$ cat src/rtl/reloj_bcd_if.sv
`default_nettype none
// ============================================================================
//  Module      : reloj_bcd_if
//  Description : Control, load handshake and time outputs of the BCD
//                real-time clock. The alarm signals are present only when
//                RELOJ_ALARM_EN is defined.
//  Revision    : 1.0  initial release
// ============================================================================
interface reloj_bcd_if;
    logic       run;
    logic       set_valid;
    logic       set_ready;
    logic [7:0] set_hh;
    logic [7:0] set_mm;
    logic [7:0] set_ss;
    logic       set_err;
    logic [7:0] hh;
    logic [7:0] mm;
    logic [7:0] ss;
    logic       pm;
    logic       sec_pulse;
`ifdef RELOJ_ALARM_EN
    logic       al_wr;
    logic [7:0] al_hh;
    logic [7:0] al_mm;
    logic       al_ack;
    logic       alarm;
`endif

    // Controller side: drives run and load requests, observes the time
    modport master (
        output run, set_valid, set_hh, set_mm, set_ss,
`ifdef RELOJ_ALARM_EN
        output al_wr, al_hh, al_mm, al_ack,
        input  alarm,
`endif
        input  set_ready, set_err, hh, mm, ss, pm, sec_pulse
    );

    // Clock side
    modport slave (
        input  run, set_valid, set_hh, set_mm, set_ss,
`ifdef RELOJ_ALARM_EN
        input  al_wr, al_hh, al_mm, al_ack,
        output alarm,
`endif
        output set_ready, set_err, hh, mm, ss, pm, sec_pulse
    );
endinterface
`default_nettype wire

$ cat src/rtl/reloj_bcd.sv
`default_nettype none
// ============================================================================
//  Module      : reloj_bcd
//  Description : BCD time-of-day clock with a DIV-cycle second prescaler,
//                24-hour or 12-hour (with pm flag) display, validated time
//                load over a valid/ready handshake.
//                Optional alarm comparator enabled by macro RELOJ_ALARM_EN.
//  Revision    : 1.0  initial release
// ============================================================================
module reloj_bcd #(
    parameter int DIV    = 50000000,
    parameter int MODE24 = 1
) (
    input  wire         clk,
    input  wire         rst,
    reloj_bcd_if.slave  bus
);

    localparam int              c_PW     = $clog2(DIV);
    localparam logic [c_PW-1:0] c_PMAX   = c_PW'(DIV - 1);
    localparam logic [c_PW-1:0] c_PONE   = c_PW'(1);
    // Midnight: 00 in 24-hour display, 12 AM in 12-hour display
    localparam logic [7:0]      c_HH_RST = (MODE24 != 0) ? 8'h00 : 8'h12;

    // ------------------------------------------------------------------
    // BCD helpers
    // ------------------------------------------------------------------
    function automatic logic [7:0] f_inc_bcd(input logic [7:0] v);
        logic [7:0] r;
        if (v[3:0] == 4'd9) begin
            r = {v[7:4] + 4'd1, 4'h0};
        end else begin
            r = {v[7:4], v[3:0] + 4'd1};
        end
        return r;
    endfunction

    function automatic logic [7:0] f_inc_ms(input logic [7:0] v);
        return (v == 8'h59) ? 8'h00 : f_inc_bcd(v);
    endfunction

    function automatic logic f_ms_ok(input logic [7:0] v);
        return (v[7:4] <= 4'd5) && (v[3:0] <= 4'd9);
    endfunction

    // ------------------------------------------------------------------
    // State
    // ------------------------------------------------------------------
    logic [c_PW-1:0] r_presc;
    logic [7:0]      r_hh;
    logic [7:0]      r_mm;
    logic [7:0]      r_ss;
    logic            r_pm;
    logic            r_ready;
    logic            r_err;
    logic            r_sec;

    // ------------------------------------------------------------------
    // Combinational
    // ------------------------------------------------------------------
    logic [7:0] w_ld_hh;
    logic       w_ld_pm;
    logic       w_hh_ok;
    logic       w_ok;
    logic       w_acc;
    logic       w_load;
    logic       w_bad;
    logic       w_tick;

    logic       w_ss_wrap;
    logic       w_mm_wrap;
    logic [7:0] w_adv_hh;
    logic [7:0] w_adv_mm;
    logic [7:0] w_adv_ss;
    logic       w_adv_pm;

    logic       w_upd;
    logic [7:0] w_nxt_hh;
    logic [7:0] w_nxt_mm;
    logic [7:0] w_nxt_ss;
    logic       w_nxt_pm;

    // Decode and range-check the load request; bit 7 of set_hh is the pm
    // flag in 12-hour mode and is discarded in 24-hour mode
    always_comb begin
        w_ld_hh = {1'b0, bus.set_hh[6:0]};
        w_ld_pm = 1'b0;
        w_hh_ok = 1'b0;
        if (MODE24 != 0) begin
            w_hh_ok = ((w_ld_hh[7:4] <= 4'd1) && (w_ld_hh[3:0] <= 4'd9)) ||
                      ((w_ld_hh[7:4] == 4'd2) && (w_ld_hh[3:0] <= 4'd3));
        end else begin
            w_ld_pm = bus.set_hh[7];
            w_hh_ok = ((w_ld_hh[7:4] == 4'd0) && (w_ld_hh[3:0] >= 4'd1) &&
                       (w_ld_hh[3:0] <= 4'd9)) ||
                      ((w_ld_hh[7:4] == 4'd1) && (w_ld_hh[3:0] <= 4'd2));
        end
        w_ok = w_hh_ok && f_ms_ok(bus.set_mm) && f_ms_ok(bus.set_ss);
    end

    // A valid accepted load wins over a coincident tick, which is dropped
    assign w_acc  = bus.set_valid && r_ready;
    assign w_load = w_acc && w_ok;
    assign w_bad  = w_acc && !w_ok;
    assign w_tick = bus.run && (r_presc == c_PMAX);

    // One-second advance with the full seconds/minutes/hours carry chain
    always_comb begin
        w_ss_wrap = (r_ss == 8'h59);
        w_mm_wrap = w_ss_wrap && (r_mm == 8'h59);
        w_adv_ss  = f_inc_ms(r_ss);
        w_adv_mm  = w_ss_wrap ? f_inc_ms(r_mm) : r_mm;
        w_adv_hh  = r_hh;
        w_adv_pm  = r_pm;
        if (w_mm_wrap) begin
            if (MODE24 != 0) begin
                w_adv_hh = (r_hh == 8'h23) ? 8'h00 : f_inc_bcd(r_hh);
            end else if (r_hh == 8'h12) begin
                // 12 -> 01 stays in the same half of the day
                w_adv_hh = 8'h01;
            end else begin
                w_adv_hh = f_inc_bcd(r_hh);
                // 11 -> 12 crosses noon or midnight
                if (r_hh == 8'h11) begin
                    w_adv_pm = ~r_pm;
                end
            end
        end
    end

    // Select the value the time registers take on this edge
    always_comb begin
        w_upd    = w_load || w_tick;
        w_nxt_hh = r_hh;
        w_nxt_mm = r_mm;
        w_nxt_ss = r_ss;
        w_nxt_pm = r_pm;
        if (w_load) begin
            w_nxt_hh = w_ld_hh;
            w_nxt_mm = bus.set_mm;
            w_nxt_ss = bus.set_ss;
            w_nxt_pm = w_ld_pm;
        end else if (w_tick) begin
            w_nxt_hh = w_adv_hh;
            w_nxt_mm = w_adv_mm;
            w_nxt_ss = w_adv_ss;
            w_nxt_pm = w_adv_pm;
        end
    end

    // ------------------------------------------------------------------
    // Sequential
    // ------------------------------------------------------------------
    // Second prescaler: frozen while run is low, restarted by a load
    always_ff @(posedge clk or negedge rst) begin
        if (!rst) begin
            r_presc <= '0;
        end else if (w_load) begin
            r_presc <= '0;
        end else if (bus.run) begin
            r_presc <= w_tick ? '0 : (r_presc + c_PONE);
        end
    end

    // Time-of-day registers
    always_ff @(posedge clk or negedge rst) begin
        if (!rst) begin
            r_hh <= c_HH_RST;
            r_mm <= 8'h00;
            r_ss <= 8'h00;
            r_pm <= 1'b0;
        end else if (w_upd) begin
            r_hh <= w_nxt_hh;
            r_mm <= w_nxt_mm;
            r_ss <= w_nxt_ss;
            r_pm <= w_nxt_pm;
        end
    end

    // Handshake status and one-cycle event pulses
    always_ff @(posedge clk or negedge rst) begin
        if (!rst) begin
            r_ready <= 1'b1;
            r_err   <= 1'b0;
            r_sec   <= 1'b0;
        end else begin
            r_ready <= !w_load;
            r_err   <= w_bad;
            r_sec   <= w_tick && !w_load;
        end
    end

    assign bus.set_ready = r_ready;
    assign bus.set_err   = r_err;
    assign bus.hh        = r_hh;
    assign bus.mm        = r_mm;
    assign bus.ss        = r_ss;
    assign bus.pm        = r_pm;
    assign bus.sec_pulse = r_sec;

`ifdef RELOJ_ALARM_EN
    // ------------------------------------------------------------------
    // Alarm: time stored in set_hh encoding, compared against the value
    // the time registers take whenever they change
    // ------------------------------------------------------------------
    logic [7:0] r_al_hh;
    logic [7:0] r_al_mm;
    logic       r_alarm;
    logic       w_al_hit;

    assign w_al_hit = w_upd && (w_nxt_ss == 8'h00) && (w_nxt_mm == r_al_mm) &&
                      ({w_nxt_pm, w_nxt_hh[6:0]} == r_al_hh);

    // Alarm time latch and sticky alarm flag; ack/write beat a new hit
    always_ff @(posedge clk or negedge rst) begin
        if (!rst) begin
            r_al_hh <= c_HH_RST;
            r_al_mm <= 8'h00;
            r_alarm <= 1'b0;
        end else begin
            if (bus.al_wr) begin
                r_al_hh <= (MODE24 != 0) ? {1'b0, bus.al_hh[6:0]} : bus.al_hh;
                r_al_mm <= bus.al_mm;
            end
            if (bus.al_ack || bus.al_wr) begin
                r_alarm <= 1'b0;
            end else if (w_al_hit) begin
                r_alarm <= 1'b1;
            end
        end
    end

    assign bus.alarm = r_alarm;
`endif

endmodule
`default_nettype wire

$ cat src/flat_wrapper.sv
// flat-port wrapper written by rule: the top's interface ports become plain ports
module reloj_bcd_flat 
#(
    parameter int DIV    = 50000000,
    parameter int MODE24 = 1
)
  (clk, rst, bus_run, bus_set_valid, bus_set_hh, bus_set_mm, bus_set_ss, bus_set_ready, bus_set_err, bus_hh, bus_mm, bus_ss, bus_pm, bus_sec_pulse);
  reloj_bcd_if bus_i ();
  input  wire clk;
  input  wire rst;
  input wire logic [$bits(bus_i.run)-1:0] bus_run;
  input wire logic [$bits(bus_i.set_valid)-1:0] bus_set_valid;
  input wire logic [$bits(bus_i.set_hh)-1:0] bus_set_hh;
  input wire logic [$bits(bus_i.set_mm)-1:0] bus_set_mm;
  input wire logic [$bits(bus_i.set_ss)-1:0] bus_set_ss;
  output wire logic [$bits(bus_i.set_ready)-1:0] bus_set_ready;
  output wire logic [$bits(bus_i.set_err)-1:0] bus_set_err;
  output wire logic [$bits(bus_i.hh)-1:0] bus_hh;
  output wire logic [$bits(bus_i.mm)-1:0] bus_mm;
  output wire logic [$bits(bus_i.ss)-1:0] bus_ss;
  output wire logic [$bits(bus_i.pm)-1:0] bus_pm;
  output wire logic [$bits(bus_i.sec_pulse)-1:0] bus_sec_pulse;
  assign bus_i.run = bus_run;
  assign bus_i.set_valid = bus_set_valid;
  assign bus_i.set_hh = bus_set_hh;
  assign bus_i.set_mm = bus_set_mm;
  assign bus_i.set_ss = bus_set_ss;
  assign bus_set_ready = bus_i.set_ready;
  assign bus_set_err = bus_i.set_err;
  assign bus_hh = bus_i.hh;
  assign bus_mm = bus_i.mm;
  assign bus_ss = bus_i.ss;
  assign bus_pm = bus_i.pm;
  assign bus_sec_pulse = bus_i.sec_pulse;
  reloj_bcd #(.DIV(DIV), .MODE24(MODE24)) u_core (.clk(clk), .rst(rst), .bus(bus_i));
endmodule
$ cat config.mk
export PLATFORM = sky130hd
export DESIGN_NAME = reloj_bcd_flat
export DESIGN_NICKNAME = d
export VERILOG_FILES = /design/src/rtl/reloj_bcd_if.sv /design/src/rtl/reloj_bcd.sv /design/src/flat_wrapper.sv
export SDC_FILE = /design/constraint.sdc
export NUM_CORES = 1
export LEC_CHECK = 0
export CAP_MARGIN = 5
export CORE_ASPECT_RATIO = 0.9
export CORE_MARGIN = 8
export CORE_UTILIZATION = 60
export CTS_CLUSTER_DIAMETER = 40
export DETAILED_ROUTE_END_ITERATION = 8
export DONT_BUFFER_PORTS = 1
export PLACE_DENSITY = 0.78
export REMOVE_ABC_BUFFERS = 1
export SLEW_MARGIN = 15
export SYNTH_ARGS = -nofsm -noshare
export SYNTH_HDL_FRONTEND = slang
export SYNTH_SLANG_ARGS = --single-unit
$ cat constraint.sdc
create_clock -name clk -period 3.82 [get_ports clk]
set_clock_uncertainty 0.1 [all_clocks]
set_input_delay 0.764 -clock clk [delete_from_list [all_inputs] [get_ports clk]]
set_output_delay 0.764 -clock clk [all_outputs]
set_load 0.05 [all_outputs]
* Word-level counts from Yosys, hierarchy flattened
Cells that the tools add are included.
Widths: inputs -> output; s select.
** Operators by class
- Order comparisons :: 7
- Reductions and logical operators :: 29
- Add/subtract/negate cells :: 7
- Multiplexer cells :: 17
- Equality and inequality tests :: 8
** Operator list (number)
- $mux 8 :: 14
- $mux 26 :: 3
- $add 26x1->26 const B :: 1
- $eq 26x26->1 const B :: 1
- $add 4x1->4 const B :: 6
- $eq 8x7->1 const B :: 2
- $eq 4x4->1 const B :: 3
- $le 4x4->1 const B :: 3
- $logic_and 1x1->1 :: 12
- $reduce_and 3->1 :: 3
- $reduce_bool 3->1 :: 3
- $eq 8x6->1 const B :: 1
- $le 4x3->1 const B :: 2
- $reduce_and 4->1 :: 2
- $reduce_bool 2->1 :: 4
- $le 4x2->1 const B :: 1
- $eq 3x2->1 const B :: 1
- $le 3x1->1 const B :: 1
- $logic_not 1->1 :: 2
- $logic_or 1x1->1 :: 2
- $reduce_and 2->1 :: 1
** Word-level totals
- Logic and storage cells :: 78
- Output and inout bits :: 28
- Bits in registers :: 53

* Depth between registers and ports, before layout
- Depth in word-level cells :: 8
- Mapped depth :: 8
- Gate-level depth less buffers :: 7

* Worst setup path before layout
Ideal clock, no wire load.
- Kind :: reg2reg
- Start point :: register u_core.r_ss[0] (netlist: u_core.bus.ss[0])
- End point :: register u_core.r_hh[0] (netlist: u_core.bus.hh[0])
- Path buffers :: 1
- Data arrival time :: 2291 ps
- Setup time :: 82 ps
- Path slack :: 1348 ps
- Period minus slack after synthesis :: 2472 ps
- Stages on the path, launching flop included :: 8
- Cell sequence :: dfrtp_1 > ha_1 > nand3b_4 > nor4_2 > nand4_1 > buf_2 > or3_1 > a31oi_1
** Between the ends
- Longest elaborated chain between the ends :: 4
** Ends and longest elaborated chain
- from (decl) :: RTL line reloj_bcd.sv:52 : logic [7:0] r_ss;
- from (signal assigned) :: RTL line reloj_bcd.sv:175 : r_ss <= w_nxt_ss;
- $eq 8x7->1 :: RTL line reloj_bcd.sv:109 : w_ss_wrap = (r_ss == 8'h59);
- $logic_and 1x1->1 :: RTL line reloj_bcd.sv:110 : w_mm_wrap = w_ss_wrap && (r_mm == 8'h59);
- $reduce_bool 2->1 (no source line)
- $reduce_and 3->1 (no source line)
- to (signal assigned) :: RTL line reloj_bcd.sv:168 : r_hh <= c_HH_RST;
- to (signal assigned) :: RTL line reloj_bcd.sv:173 : r_hh <= w_nxt_hh;
- to (decl) :: RTL line reloj_bcd.sv:50 : logic [7:0] r_hh;
Every way passes these cells.
A chain may end at the register's enable or synchronous reset.

* Final worst setup path
- Start point :: register u_core.r_ss[0] (netlist: u_core.bus.ss[0])
- End point :: register u_core.r_hh[5] (netlist: u_core.bus.hh[5])
** Between the ends
- Longest elaborated chain between the ends :: 4
** Ends and longest elaborated chain (RTL line)
- $eq 8x7->1 :: reloj_bcd.sv:109
- $logic_and 1x1->1 :: reloj_bcd.sv:110
- $reduce_bool 2->1 (no source line)
- $reduce_and 4->1 (no source line)
Every way passes these cells.

==> impl_metrics.prom <==
# TYPE chip_impl_metric gauge
chip_impl_info{name="outcome",value="completed"} 1
chip_impl_info{name="crit_path_leading_delay_family",value="simple AND/OR/NAND/NOR gates"} 1
chip_impl_metric{name="hold_fix_buffer_count_after_cts",unit=""} 0
chip_impl_metric{name="seq_area",unit="sq um"} 1328
chip_impl_metric{name="total_switching_power",unit="W"} 0.0005431
chip_impl_metric{name="clockBufferDepth",unit=""} 2
chip_impl_metric{name="route.antenna.remaining_nets",unit=""} 0
chip_impl_metric{name="via_per_inst",unit=""} 6.781
chip_impl_metric{name="grt_antenna_before_repair",unit=""} 0
chip_impl_metric{name="combinationalPowerShare",unit="%"} 14.5
chip_impl_metric{name="finalCritPeriodShare",unit="%"} 78.89
chip_impl_metric{name="detailedRoute.firstIterationViolations",unit=""} 234
chip_impl_metric{name="grt_max_degree",unit=""} 54
chip_impl_metric{name="max_freq",unit="MHz"} 331.8
chip_impl_metric{name="detail_route.wirelength",unit="um"} 8142
chip_impl_metric{name="report.final.slew_viol_count",unit=""} 0
chip_impl_metric{name="synth.ff_latch_count",unit=""} 53
chip_impl_info{name="tritoncts",value="done"} 1
chip_impl_metric{name="clk_transition_reported_paths",unit="ns"} 0.10
chip_impl_metric{name="detailedPlacementHpwl",unit="um"} 5726
chip_impl_metric{name="synth_seq_area_share",unit="%"} 40.47
chip_impl_metric{name="switching_share",unit="%"} 37.70
chip_impl_metric{name="setup_violations",unit=""} 0
chip_impl_info{name="worstSetupStartpointType",value="flop"} 1
chip_impl_metric{name="grtUsageTotal",unit="%"} 20.44
chip_impl_info{name="crit_path_top_delay_cell",value="sky130_fd_sc_hd__dfrtp_1"} 1
chip_impl_metric{name="netlist_instances",unit=""} 377
chip_impl_metric{name="power_share_of_the_sequential_group",unit="%"} 61.0
chip_impl_metric{name="cpPeakStageDelay",unit="ns"} 0.73
chip_impl_metric{name="timing.max_slew.rel_slack",unit="%"} 50.76
chip_impl_metric{name="fin_setup_tns",unit="ns"} 0
chip_impl_metric{name="grt_pass1_vias",unit=""} 2708
chip_impl_metric{name="tritoncts.num_buffers",unit=""} 5
chip_impl_metric{name="async_reset_ff_share",unit="%"} 100.0
chip_impl_metric{name="worst-r2r-setup-slack",unit="ns"} 0.81
chip_impl_metric{name="p_clk_share",unit="%"} 24.5
chip_impl_metric{name="port-buffer-count",unit=""} 0
chip_impl_metric{name="floorplan.die.height",unit="um"} 86.15
chip_impl_metric{name="tightestPinTransition",unit="ns"} 0.7375
chip_impl_info{name="critPathKind",value="flop to flop"} 1
chip_impl_metric{name="post-synth-top-area-fraction",unit="%"} 39.66
chip_impl_metric{name="core_region_area",unit="sq um"} 5255
chip_impl_info{name="synth_area_leaders",value="sky130_fd_sc_hd__dfrtp_1, sky130_fd_sc_hd__ha_1, sky130_fd_sc_hd__nor2_1, sky130_fd_sc_hd__a31oi_1, sky130_fd_sc_hd__nand2_1"} 1
chip_impl_metric{name="rr_worst_depth",unit=""} 6
chip_impl_metric{name="antenna_cells",unit=""} 0
chip_impl_metric{name="post_cts_buffers",unit=""} 0
chip_impl_metric{name="routed_length_per_placed_instance",unit="um"} 18.76
chip_impl_metric{name="place_congestion",unit=""} 0.8639
chip_impl_metric{name="placementRows",unit=""} 25
chip_impl_metric{name="cp.buffers_inverters",unit=""} 0
chip_impl_metric{name="overflow",unit=""} 0
chip_impl_info{name="crit-reg2reg-capture",value="u_core.bus.hh[5]$_DFFE_PN0P_"} 1
chip_impl_metric{name="cellLeakagePower",unit="nW"} 1.377
chip_impl_metric{name="n_fill_cell",unit=""} 449
chip_impl_info{name="min_path_type",value="input port to asynchronous set/reset pin"} 1
chip_impl_metric{name="worst-endpoint-arrival",unit="ns"} 3.15
chip_impl_metric{name="cts-htree-levels",unit=""} 2
chip_impl_info{name="timing.critical_path.to_type",value="flop"} 1
chip_impl_info{name="cts_root_buffer",value="sky130_fd_sc_hd__clkbuf_8"} 1
chip_impl_info{name="yosysTopAreaCell",value="sky130_fd_sc_hd__dfrtp_1"} 1
chip_impl_metric{name="initial_standard_cell_utilization_of_the_core",unit="%"} 62.43
chip_impl_metric{name="synth.avg_cell_area",unit="sq um"} 8.702
chip_impl_metric{name="finalWorstPathRequiredPeriod",unit="ns"} 3.014
chip_impl_info{name="final_common_cell",value="sky130_fd_sc_hd__dfrtp_1"} 1
chip_impl_metric{name="nets",unit=""} 407
chip_impl_metric{name="cellInternalPower",unit="W"} 0.0008974
chip_impl_metric{name="grt_first_pass_wirelength",unit="um"} 13540
chip_impl_info{name="most_frequent_cells_in_the_layout",value="sky130_fd_sc_hd__dfrtp_1, sky130_fd_sc_hd__nor2_1, sky130_fd_sc_hd__nand2_1, sky130_fd_sc_hd__o21ai_0"} 1
chip_impl_metric{name="path_depth",unit=""} 6
chip_impl_metric{name="pin_count",unit=""} 56
chip_impl_info{name="crit_chain",value="ha_1 > nand3b_4 > nor4_2 > nand4_1 > or3_1 > a31oi_1"} 1
chip_impl_metric{name="area_growth_syn_to_layout",unit="%"} 3.394
chip_impl_metric{name="timing.max_cap.violations",unit=""} 0
chip_impl_metric{name="worst_hold_slack",unit="ns"} 0.03250
chip_impl_metric{name="power.density",unit="nW/um^2"} 424.7
chip_impl_metric{name="ys_warns",unit=""} 0
chip_impl_metric{name="via_count",unit=""} 2943
chip_impl_metric{name="design.die.area",unit="sq um"} 8093
chip_impl_info{name="grt_setup_unrepaired",value="no"} 1
chip_impl_metric{name="synth.cell_area",unit="sq um"} 3281
chip_impl_metric{name="hold_viol_final",unit=""} 0
chip_impl_metric{name="die_w",unit="um"} 93.95
chip_impl_info{name="regToRegStartpoint",value="u_core.bus.ss[0]$_DFFE_PN0P_"} 1
chip_impl_metric{name="p_total",unit="W"} 0.001440
chip_impl_metric{name="worst_skew_pair.late_latency",unit="ns"} 0.31
chip_impl_metric{name="multi_input_area",unit="sq um"} 1823
chip_impl_metric{name="firstDrtPassIters",unit=""} 5
chip_impl_metric{name="worst-endpoint-required",unit="ns"} 3.96
chip_impl_metric{name="number_of_synthesized_flops_with_an_enable_pin",unit=""} 0
chip_impl_metric{name="post_synth_num_cell_types",unit=""} 57
chip_impl_metric{name="quantity_of_gates_resized_following_cts",unit=""} 0
chip_impl_metric{name="drive_above_1_share",unit="%"} 5.450
chip_impl_metric{name="power.ir.vdd_worst",unit="mV"} 0.3079
chip_impl_metric{name="worst-path-max-fanout",unit=""} 12
chip_impl_info{name="synth_ff_type",value="sky130_fd_sc_hd__dfrtp_1"} 1
chip_impl_info{name="critical_path_sink",value="u_core.bus.hh[5]$_DFFE_PN0P_"} 1
chip_impl_metric{name="drcViolationCount",unit=""} 0
chip_impl_info{name="crit_start",value="u_core.bus.ss[0]$_DFFE_PN0P_"} 1
chip_impl_metric{name="clock_sinks",unit=""} 53
[power groups by stage]
stage / Clock (W) / Sequential, W / Combinational (W)
detailed placement: 0 / 0.000888 / 0.000209
global route: 0.000380 / 0.000895 / 0.000239
global placement: 0 / 0.000885 / 0.000195
floorplan: 0 / 0.000863 / 0.000164
finish: 0.000353 / 0.000879 / 0.000209
CTS: 0.000361 / 0.000877 / 0.000210
[flip-flops by register name, summed over array words and instances (netlist names)]
register and cells:
u_core.bus.set_err 1, u_core.r_presc 26, u_core.bus.sec_pulse 1, u_core.bus.mm 8, u_core.bus.ss 8, u_core.bus.hh 8
u_core.bus.set_ready 1
[worst register-to-register path, stage by stage (launching register included)]
cell and delay (ns):
sky130_fd_sc_hd__dfrtp_1 0.73, sky130_fd_sc_hd__ha_1 0.32, sky130_fd_sc_hd__nand3b_4 0.15, sky130_fd_sc_hd__nor4_2 0.51, sky130_fd_sc_hd__nand4_1 0.46, sky130_fd_sc_hd__or3_1 0.49
sky130_fd_sc_hd__a31oi_1 0.17
[routing by layer]
metal / routed length (um) / up-vias / GRT usage [%]
li1: - / 1377 / -
met1: 3661 / 1445 / 27.11
met5: 0 / - / 0
met4: 73 / 0 / 5.899
met2: 3823 / 111 / 32.36
met3: 584 / 10 / 4.538
[synth_stat cells, types with 3 or more instances]
library cell / n
sky130_fd_sc_hd__o21a_1: 3
sky130_fd_sc_hd__or3_1: 17
sky130_fd_sc_hd__ha_1: 13
sky130_fd_sc_hd__nand4_1: 16
sky130_fd_sc_hd__nand4b_1: 4
sky130_fd_sc_hd__xor2_1: 8
sky130_fd_sc_hd__and4_1: 3
sky130_fd_sc_hd__inv_1: 10
sky130_fd_sc_hd__nand3b_1: 6
sky130_fd_sc_hd__a31oi_1: 18
sky130_fd_sc_hd__nor2_1: 38
sky130_fd_sc_hd__o21ai_0: 21
sky130_fd_sc_hd__or4_1: 11
sky130_fd_sc_hd__clkbuf_1: 15
sky130_fd_sc_hd__nor3_1: 6
sky130_fd_sc_hd__dfrtp_1: 52
sky130_fd_sc_hd__and2_1: 3
sky130_fd_sc_hd__a21oi_1: 19
sky130_fd_sc_hd__and3_1: 9
sky130_fd_sc_hd__nand2_1: 30
sky130_fd_sc_hd__o21ai_1: 5
sky130_fd_sc_hd__nor4_1: 3
sky130_fd_sc_hd__mux2i_1: 3
sky130_fd_sc_hd__o31ai_1: 5
sky130_fd_sc_hd__nand3_1: 19
[how the worst min path moves through the flow]
stage / from / to / slack, ns
after floorplan: u_core.r_presc[23]$_DFFE_PN0P_ / u_core.r_presc[23]$_DFFE_PN0P_ / 0.35
after global placement: rst / u_core.bus.mm[2]$_DFFE_PN0P_ / 0.37
after detailed placement: rst / u_core.bus.mm[2]$_DFFE_PN0P_ / 0.37
after CTS: rst / u_core.bus.mm[6]$_DFFE_PN0P_ / 0.03
after global routing: rst / u_core.bus.ss[5]$_DFFE_PN0P_ / 0.01
final: rst / u_core.bus.ss[5]$_DFFE_PN0P_ / 0.03
[per-stage QoR]
step	cells	setup slack [ns]	util (%)	instance area [sq um]
global placement	426	0.9224	62.62	3291
CTS	434	0.8199	64.55	3392
global route	434	0.6122	64.55	3392
detailed placement	426	0.8464	62.62	3291
floorplan	357	0.7689	-	3192
finish	434	0.8064	64.55	3392
[cell type report]
| class | count | area share [%] |
|---|---|---|
| Timing Repair Buffer | 2 | 0.4426 |
| Tap cell | 67 | 2.471 |
| Sequential cell | 53 | 39.14 |
| Clock buffer | 7 | 2.840 |
| Multi-Input combinational cell | 293 | 53.74 |
| Clock inverter | 1 | 0.1475 |
| Inverter | 11 | 1.217 |
[kinds of logic (layout without fill, tap and decap cells)]
| family | count (synthesis) | count (layout) | share of synthesized area, % |
|---|---|---|---|
| compound gates | 85 | 85 | 15.71 |
| xor+xnor | 8 | 8 | 2.136 |
| fa+ha+maj | 13 | 13 | 4.958 |
| buf+inv | 31 | 21 | 3.966 |
| flops | 53 | 53 | 40.47 |
| mux | 3 | 3 | 0.9154 |
| other cells | 1 | 1 | 0.1143 |
| simple gates | 183 | 183 | 31.73 |
Power figures use the tool's default switching activity.
